==> config.mk <==
export PLATFORM = sky130hd
export DESIGN_NAME = game_sequencer
export DESIGN_NICKNAME = d
export VERILOG_FILES = /design/src/rtl/game_sequencer_pkg.sv /design/src/rtl/game_sequencer_arrow_lfsr.sv /design/src/rtl/game_sequencer.sv
export SDC_FILE = /design/constraint.sdc
export NUM_CORES = 1
export LEC_CHECK = 0
export CAP_MARGIN = 5
export CORE_MARGIN = 8
export CORE_UTILIZATION = 59
export CTS_CLUSTER_DIAMETER = 50
export DETAILED_ROUTE_END_ITERATION = 8
export PLACE_DENSITY_LB_ADDON = 0.1
export SKIP_CTS_REPAIR_TIMING = 1
export SYNTH_ARGS = -nofsm -noshare
export SYNTH_HDL_FRONTEND = slang
export SYNTH_SLANG_ARGS = --single-unit
==> constraint.sdc <==
create_clock -name clk -period 3.4 [get_ports clk]
set_input_delay 0.68 -clock clk [delete_from_list [all_inputs] [get_ports clk]]
set_output_delay 0.68 -clock clk [all_outputs]
set_load 0.03 [all_outputs]
==> src/rtl/game_sequencer_pkg.sv <==
// Constants shared by the rhythm-game sequencer and the collision checker:
// state codes, arrow codes and the arrow LFSR helpers.
package game_sequencer_pkg;

  localparam int unsigned STATE_BITS      = 2;
  localparam int unsigned NUM_ARROWS_BITS = 5;
  localparam int unsigned RANDOM_BITS     = 6;

  typedef enum logic [STATE_BITS-1:0] {
    ST_GAME  = 2'd0,
    ST_PAUSE = 2'd1,
    ST_RESET = 2'd2,
    ST_OVER  = 2'd3
  } game_state_t;

  // Playable arrows are 10..19; 20 means no arrow on screen.
  localparam logic [NUM_ARROWS_BITS-1:0] ARROW_FIRST = 5'd10;
  localparam logic [NUM_ARROWS_BITS-1:0] ARROW_LAST  = 5'd19;
  localparam logic [NUM_ARROWS_BITS-1:0] ARROW_NONE  = 5'd20;

  localparam logic [RANDOM_BITS-1:0] LFSR_SEED = 6'b000001;

  // Fibonacci LFSR, polynomial x^6 + x^5 + 1.
  function automatic logic [RANDOM_BITS-1:0] lfsr_next(input logic [RANDOM_BITS-1:0] r);
    return {r[4:0], r[5] ^ r[4]};
  endfunction

  function automatic logic [NUM_ARROWS_BITS-1:0] random_to_arrow(input logic [RANDOM_BITS-1:0] r);
    logic [RANDOM_BITS-1:0] m;
    m = r % 6'd10;
    return ARROW_FIRST + NUM_ARROWS_BITS'(m);
  endfunction

endpackage

==> src/rtl/game_sequencer_arrow_lfsr.sv <==
// Free-running arrow generator: 6-bit LFSR stepping every clock, mapped
// to an arrow code in 10..19.
module arrow_lfsr
  import game_sequencer_pkg::*;
(
  input  logic                       clk,
  input  logic                       rst,
  output logic [NUM_ARROWS_BITS-1:0] arrow_code
);

  logic [RANDOM_BITS-1:0] lfsr_q;

  always_ff @(posedge clk or posedge rst) begin
    if (rst) begin
      lfsr_q <= LFSR_SEED;
    end else begin
      lfsr_q <= lfsr_next(lfsr_q);
    end
  end

  always_comb begin
    arrow_code = random_to_arrow(lfsr_q);
  end

endmodule

==> src/rtl/game_sequencer.sv <==
// Rhythm-game scheduler: game FSM, beat counter / hit window, arrow
// selection and score/lives bookkeeping from the collision checker flags.
module game_sequencer
  import game_sequencer_pkg::*;
#(
  parameter int unsigned BEAT_CYCLES   = 50_000_000,
  parameter int unsigned WINDOW_CYCLES = 30_000_000,
  parameter int unsigned GUARD_CYCLES  = 4,
  parameter int unsigned START_LIVES   = 5,
  parameter int unsigned SCORE_MAX     = 9999
) (
  input  logic                       clk,
  input  logic                       rst,
  input  logic                       start_req,
  input  logic                       pause_req,
  input  logic                       correct_hit,
  input  logic                       incorrect_hit,
  output logic [STATE_BITS-1:0]      state,
  output logic                       metronome_clk,
  output logic [NUM_ARROWS_BITS-1:0] arrow,
  output logic [13:0]                score,
  output logic [3:0]                 lives,
  output logic                       beat_tick
);

  localparam int unsigned CNT_W = (BEAT_CYCLES > 1) ? $clog2(BEAT_CYCLES) : 1;
  localparam logic [CNT_W-1:0] CNT_LAST = CNT_W'(BEAT_CYCLES - 1);
  localparam logic [CNT_W-1:0] CNT_WIN  = CNT_W'(WINDOW_CYCLES);
  localparam logic [CNT_W-1:0] CNT_GRD  = CNT_W'(GUARD_CYCLES);
  localparam logic [13:0]      SCORE_SAT  = 14'(SCORE_MAX);
  localparam logic [3:0]       LIVES_INIT = 4'(START_LIVES);

  game_state_t                state_q, state_d;
  logic [CNT_W-1:0]           count_q, count_d, count_inc;
  logic                       metro_q, metro_d;
  logic [NUM_ARROWS_BITS-1:0] arrow_q, arrow_d;
  logic [13:0]                score_q, score_d;
  logic [3:0]                 lives_q, lives_d;
  logic                       tick_q, tick_d;
  logic                       judged_q, judged_d;
  logic [NUM_ARROWS_BITS-1:0] lfsr_arrow;

  arrow_lfsr u_arrow_lfsr (
    .clk        (clk),
    .rst        (rst),
    .arrow_code (lfsr_arrow)
  );

  always_ff @(posedge clk or posedge rst) begin
    if (rst) begin
      state_q  <= ST_RESET;
      count_q  <= '0;
      metro_q  <= 1'b0;
      arrow_q  <= ARROW_NONE;
      score_q  <= '0;
      lives_q  <= LIVES_INIT;
      tick_q   <= 1'b0;
      judged_q <= 1'b0;
    end else begin
      state_q  <= state_d;
      count_q  <= count_d;
      metro_q  <= metro_d;
      arrow_q  <= arrow_d;
      score_q  <= score_d;
      lives_q  <= lives_d;
      tick_q   <= tick_d;
      judged_q <= judged_d;
    end
  end

  always_comb begin
    state_d   = state_q;
    count_d   = count_q;
    metro_d   = metro_q;
    arrow_d   = arrow_q;
    score_d   = score_q;
    lives_d   = lives_q;
    judged_d  = judged_q;
    tick_d    = 1'b0;
    count_inc = count_q + 1'b1;

    case (state_q)
      ST_RESET: begin
        count_d  = '0;
        metro_d  = 1'b0;
        arrow_d  = ARROW_NONE;
        score_d  = '0;
        lives_d  = LIVES_INIT;
        judged_d = 1'b0;
        if (start_req) begin
          state_d = ST_GAME;
          metro_d = 1'b1;
          arrow_d = lfsr_arrow;
          tick_d  = 1'b1;
        end
      end

      ST_GAME: begin
        if (pause_req) begin
          state_d = ST_PAUSE;
        end else begin
          // Judge against the count sampled this edge; a wrap on the same
          // edge then clears judged for the new beat.
          if (count_q >= CNT_GRD && !judged_q) begin
            if (correct_hit) begin
              if (score_q < SCORE_SAT) begin
                score_d = score_q + 1'b1;
              end
              judged_d = 1'b1;
            end else if (incorrect_hit) begin
              lives_d  = lives_q - 1'b1;
              judged_d = 1'b1;
            end
          end

          if (count_q == CNT_LAST) begin
            count_d  = '0;
            metro_d  = 1'b1;
            arrow_d  = lfsr_arrow;
            tick_d   = 1'b1;
            judged_d = 1'b0;
          end else begin
            count_d = count_inc;
            metro_d = (count_inc < CNT_WIN);
          end

          // Losing the last life overrides any beat-start update on this edge.
          if (lives_q == 4'd1 && lives_d == 4'd0) begin
            state_d = ST_OVER;
            metro_d = 1'b0;
            arrow_d = ARROW_NONE;
            tick_d  = 1'b0;
          end
        end
      end

      ST_PAUSE: begin
        if (pause_req) begin
          state_d = ST_GAME;
        end
      end

      ST_OVER: begin
        if (start_req) begin
          state_d  = ST_RESET;
          count_d  = '0;
          metro_d  = 1'b0;
          arrow_d  = ARROW_NONE;
          score_d  = '0;
          lives_d  = LIVES_INIT;
          judged_d = 1'b0;
        end
      end

      default: begin
        state_d = ST_RESET;
      end
    endcase
  end

  assign state         = state_q;
  assign metronome_clk = metro_q;
  assign arrow         = arrow_q;
  assign score         = score_q;
  assign lives         = lives_q;
  assign beat_tick     = tick_q;

endmodule

==> impl_metrics.py <==
metrics = {
    "worst_setup_path": {
        "slowest_delay_ns": 0.58,
        "cp_slowest_cell": "dfrtp_1",
        "start_kind": "flop",
        "rr_worst_depth": 11,
        "crit_chain": "ha_1 -> o21ai_0 -> a22o_1 -> a211oi_1 -> or2b_1 -> nand2b_1 -> a22o_1 -> ha_1 -> and2_1 -> a22o_1 -> o41ai_2",
        "critPathArrivalTime_ns": 3.26,
        "cp_common_cell": "a22o_1",
        "worst-setup-path-type": "flop to flop",
        "critPathCaptureType": "flop",
        "crit_path_max_fanout": 14,
        "cp_data_required_time_ns": 3.65,
    },
    "global_route": {
        "grt_max_degree": 33,
        "grtUsageMet2": 0.3094,
        "overflow": 0,
        "antenna_found_initial": 0,
        "grtUsageTotal": 0.2033,
        "use_met1": 0.2740,
        "grt_pass1_vias": 3527,
        "grtUsageMet3": 0.04749,
        "busiest_layer": "met2",
        "grt_first_pass_wirelength_um": 16730,
    },
    "finish": {
        "drive_gt1_frac": 0.1055,
        "final_cell_mix": "nand2_1 (58), dfrtp_1 (54), o21ai_0 (41)",
        "finalCoreUtilization": 0.6930,
        "nets": 526,
        "area_delta_synth_final_pct": 13.86,
        "diodes": 0,
        "final_common_cell": "nand2_1",
    },
    "timing": {
        "relSlewSlack": 0.5732,
        "fin_skew_ns": 0.01259,
        "finalMaxSlewViolations": 0,
        "fin_setup_tns_ns": 0,
        "setup_violations": 0,
        "period_share": 0.8866,
        "fin_crit_ns": 3.014,
        "tightestPinTransition_ns": 0.6393,
        "rsz0062_at_grt": "no",
        "hold_viol": 0,
        "clock.fmax_mhz": 331.7,
    },
    "job": {
        "max_cap_viol_count": 0,
    },
    "power": {
        "p_seq_frac": 0.314,
        "switching_power_uw": 1183,
        "powerDensity_mw_per_mm2": 584.8,
        "leakagePower_uw": 0.001924,
        "fin_total_pwr_uw": 2753,
        "peakVddDrop_mv": 0.4316,
        "switching_share": 0.4296,
        "power_frac_clock": 0.233,
        "pwr-share-comb": 0.453,
        "internal_power_uw": 1571,
    },
    "yosys": {
        "synthDistinctLibCells": 81,
        "synthAdderAreaFrac": 0.03933,
        "syn_area_per_cell_um2": 8.526,
        "ys_ff_latch": 60,
        "synthMuxAreaShare": 0.007262,
        "syn_inst": 485,
        "synth_xor_xnor_area_share": 0.04024,
        "async_flop_share": 1.000,
        "synth-edff-count": 0,
        "synth_flop_cell": "dfrtp_1",
        "synth-simple-area-share": 0.2542,
        "synth_fp_nets": 504,
        "ys_warn_count": 0,
        "ys_seq_area_frac": 0.3649,
        "synth_top_family_by_area": "simple AND/OR/NAND/NOR gates",
        "synth_compound_area_frac": 0.2442,
        "synthesis.area_mm2": 0.004135,
    },
    "floorplan": {
        "core_mm2": 0.006794,
        "std_cell_rows": 30,
        "dieArea_mm2": 0.009944,
        "initial_core_util": 0.6087,
        "die_width_um": 99.72,
        "die_h_um": 99.72,
        "pin_count": 33,
    },
    "run_status": {
        "outcome": "finished, final reports clean",
    },
    "routing": {
        "wl_um": 9745,
        "via_count": 3736,
        "vias_per_cell": 6.145,
        "ant_nets": 0,
        "firstDrtPassIters": 4,
        "wl_per_cell_um": 16.03,
        "drc": 0,
        "drtIter0Drc": 196,
    },
    "clock_network": {
        "cts_sinks": 60,
        "root_buffer": "clkbuf_8",
        "cts_tree": "yes",
        "cts_made_buffers": 9,
        "clk_pin_slew_worst_paths_ns": 0.06,
        "clock_path_buffers": 2,
        "clk_latency_ns": 0.36,
        "htreeDepth": 3,
    },
    "place": {
        "gp_congestion": 0.9096,
        "post-dp-hpwl_um": 7035,
        "port-buffer-count": 32,
    },
    "hold_path": {
        "hold_class": "flop to flop",
        "worstHoldPathCells": 0,
    },
}
logic make-up (layout without fill, tap and decap cells):
group                    Yosys count  in the layout
AO/OA/AOI/OAI                    149            149
XOR/XNOR                          19             19
adder cells (fa/ha/maj)           13             13
buffers and inverters             49             76
flip-flops                        60             60
multiplexers                       3              3
AND/OR/NAND/NOR                  192            192
synthesized netlist by cell type (all sizes together) (12+ instances only):
library cell  count  area share
nand2            58       0.053
dfrtp            54        0.33
o21ai            49       0.060
nor2             33       0.034
nand3            23       0.030
a21oi            21       0.026
o31ai            21       0.039
inv              20       0.018
buf              16       0.020
nor3             14       0.017
clkbuf           13       0.012
ha               13       0.039
xnor2            12       0.025
power by group through the flow:
stage / logic, µW / clock network (µW) / registers (µW)
after detailed placement: 1230 / 0 / 877
after CTS: 1240 / 650 / 864
final: 1250 / 642 / 864
after global placement: 1210 / 0 / 872
after floorplan: 772 / 0 / 950
after global routing: 1360 / 683 / 877
final cells by class:
class,instances,area (µm²)
Multi-Input combinational cell,376,2420
Fill cell,561,2086
Sequential cell,60,1509
Timing Repair Buffer,40,392.9
Clock buffer,9,123.9
Tap cell,96,120.1
Inverter,20,75.07
Clock inverter,7,67.56
worst max-delay path, delay by kind of cell (launching register included):
kind | cells | cell delay, ns
AND/OR/NAND/NOR | 3 | 0.40
AO/OA/AOI/OAI | 6 | 1.27
flip-flops | 1 | 0.58
adder cells (fa/ha/maj) | 2 | 0.66
per-stage QoR:
stage                     hold WS [ns]  cells  instance area, µm²  worst slack, ns
after floorplan                 0.3890    485                4135           0.7722
after global placement          0.3930    592                4517           0.5584
after detailed placement        0.3986    592                4517           0.4300
after CTS                       0.4085    608                4708           0.4148
after global routing            0.4130    608                4708           0.1251
final                           0.4064    608                4708           0.3855
flip-flops by register name, summed over array words and instances, names as in the netlist, 2 cells and up:
name                 count
u_arrow_lfsr.lfsr_q      6
count_q                 26
score                   14
lives                    4
arrow                    5
state                    2
metal layers:
layer  vias to the layer above  wire, µm
li1                       1821         -
met1                      1814      4590
met2                        85      4521
met3                        16       491
met4                         0       142
met5                         -         0
final timing paths:
check,from,slack [ns],end
min in group asynchronous,rst,0.73,state[0]
max reg2reg,u_arrow_lfsr.lfsr_q[5],0.39,arrow[3]
min reg2reg,u_arrow_lfsr.lfsr_q[0],0.41,u_arrow_lfsr.lfsr_q[1]
max in group asynchronous,rst,2.01,lives[2]
max,u_arrow_lfsr.lfsr_q[5],0.39,arrow[3]
min,u_arrow_lfsr.lfsr_q[0],0.41,u_arrow_lfsr.lfsr_q[1]
Note: power is estimated with default switching activity, not from simulation.
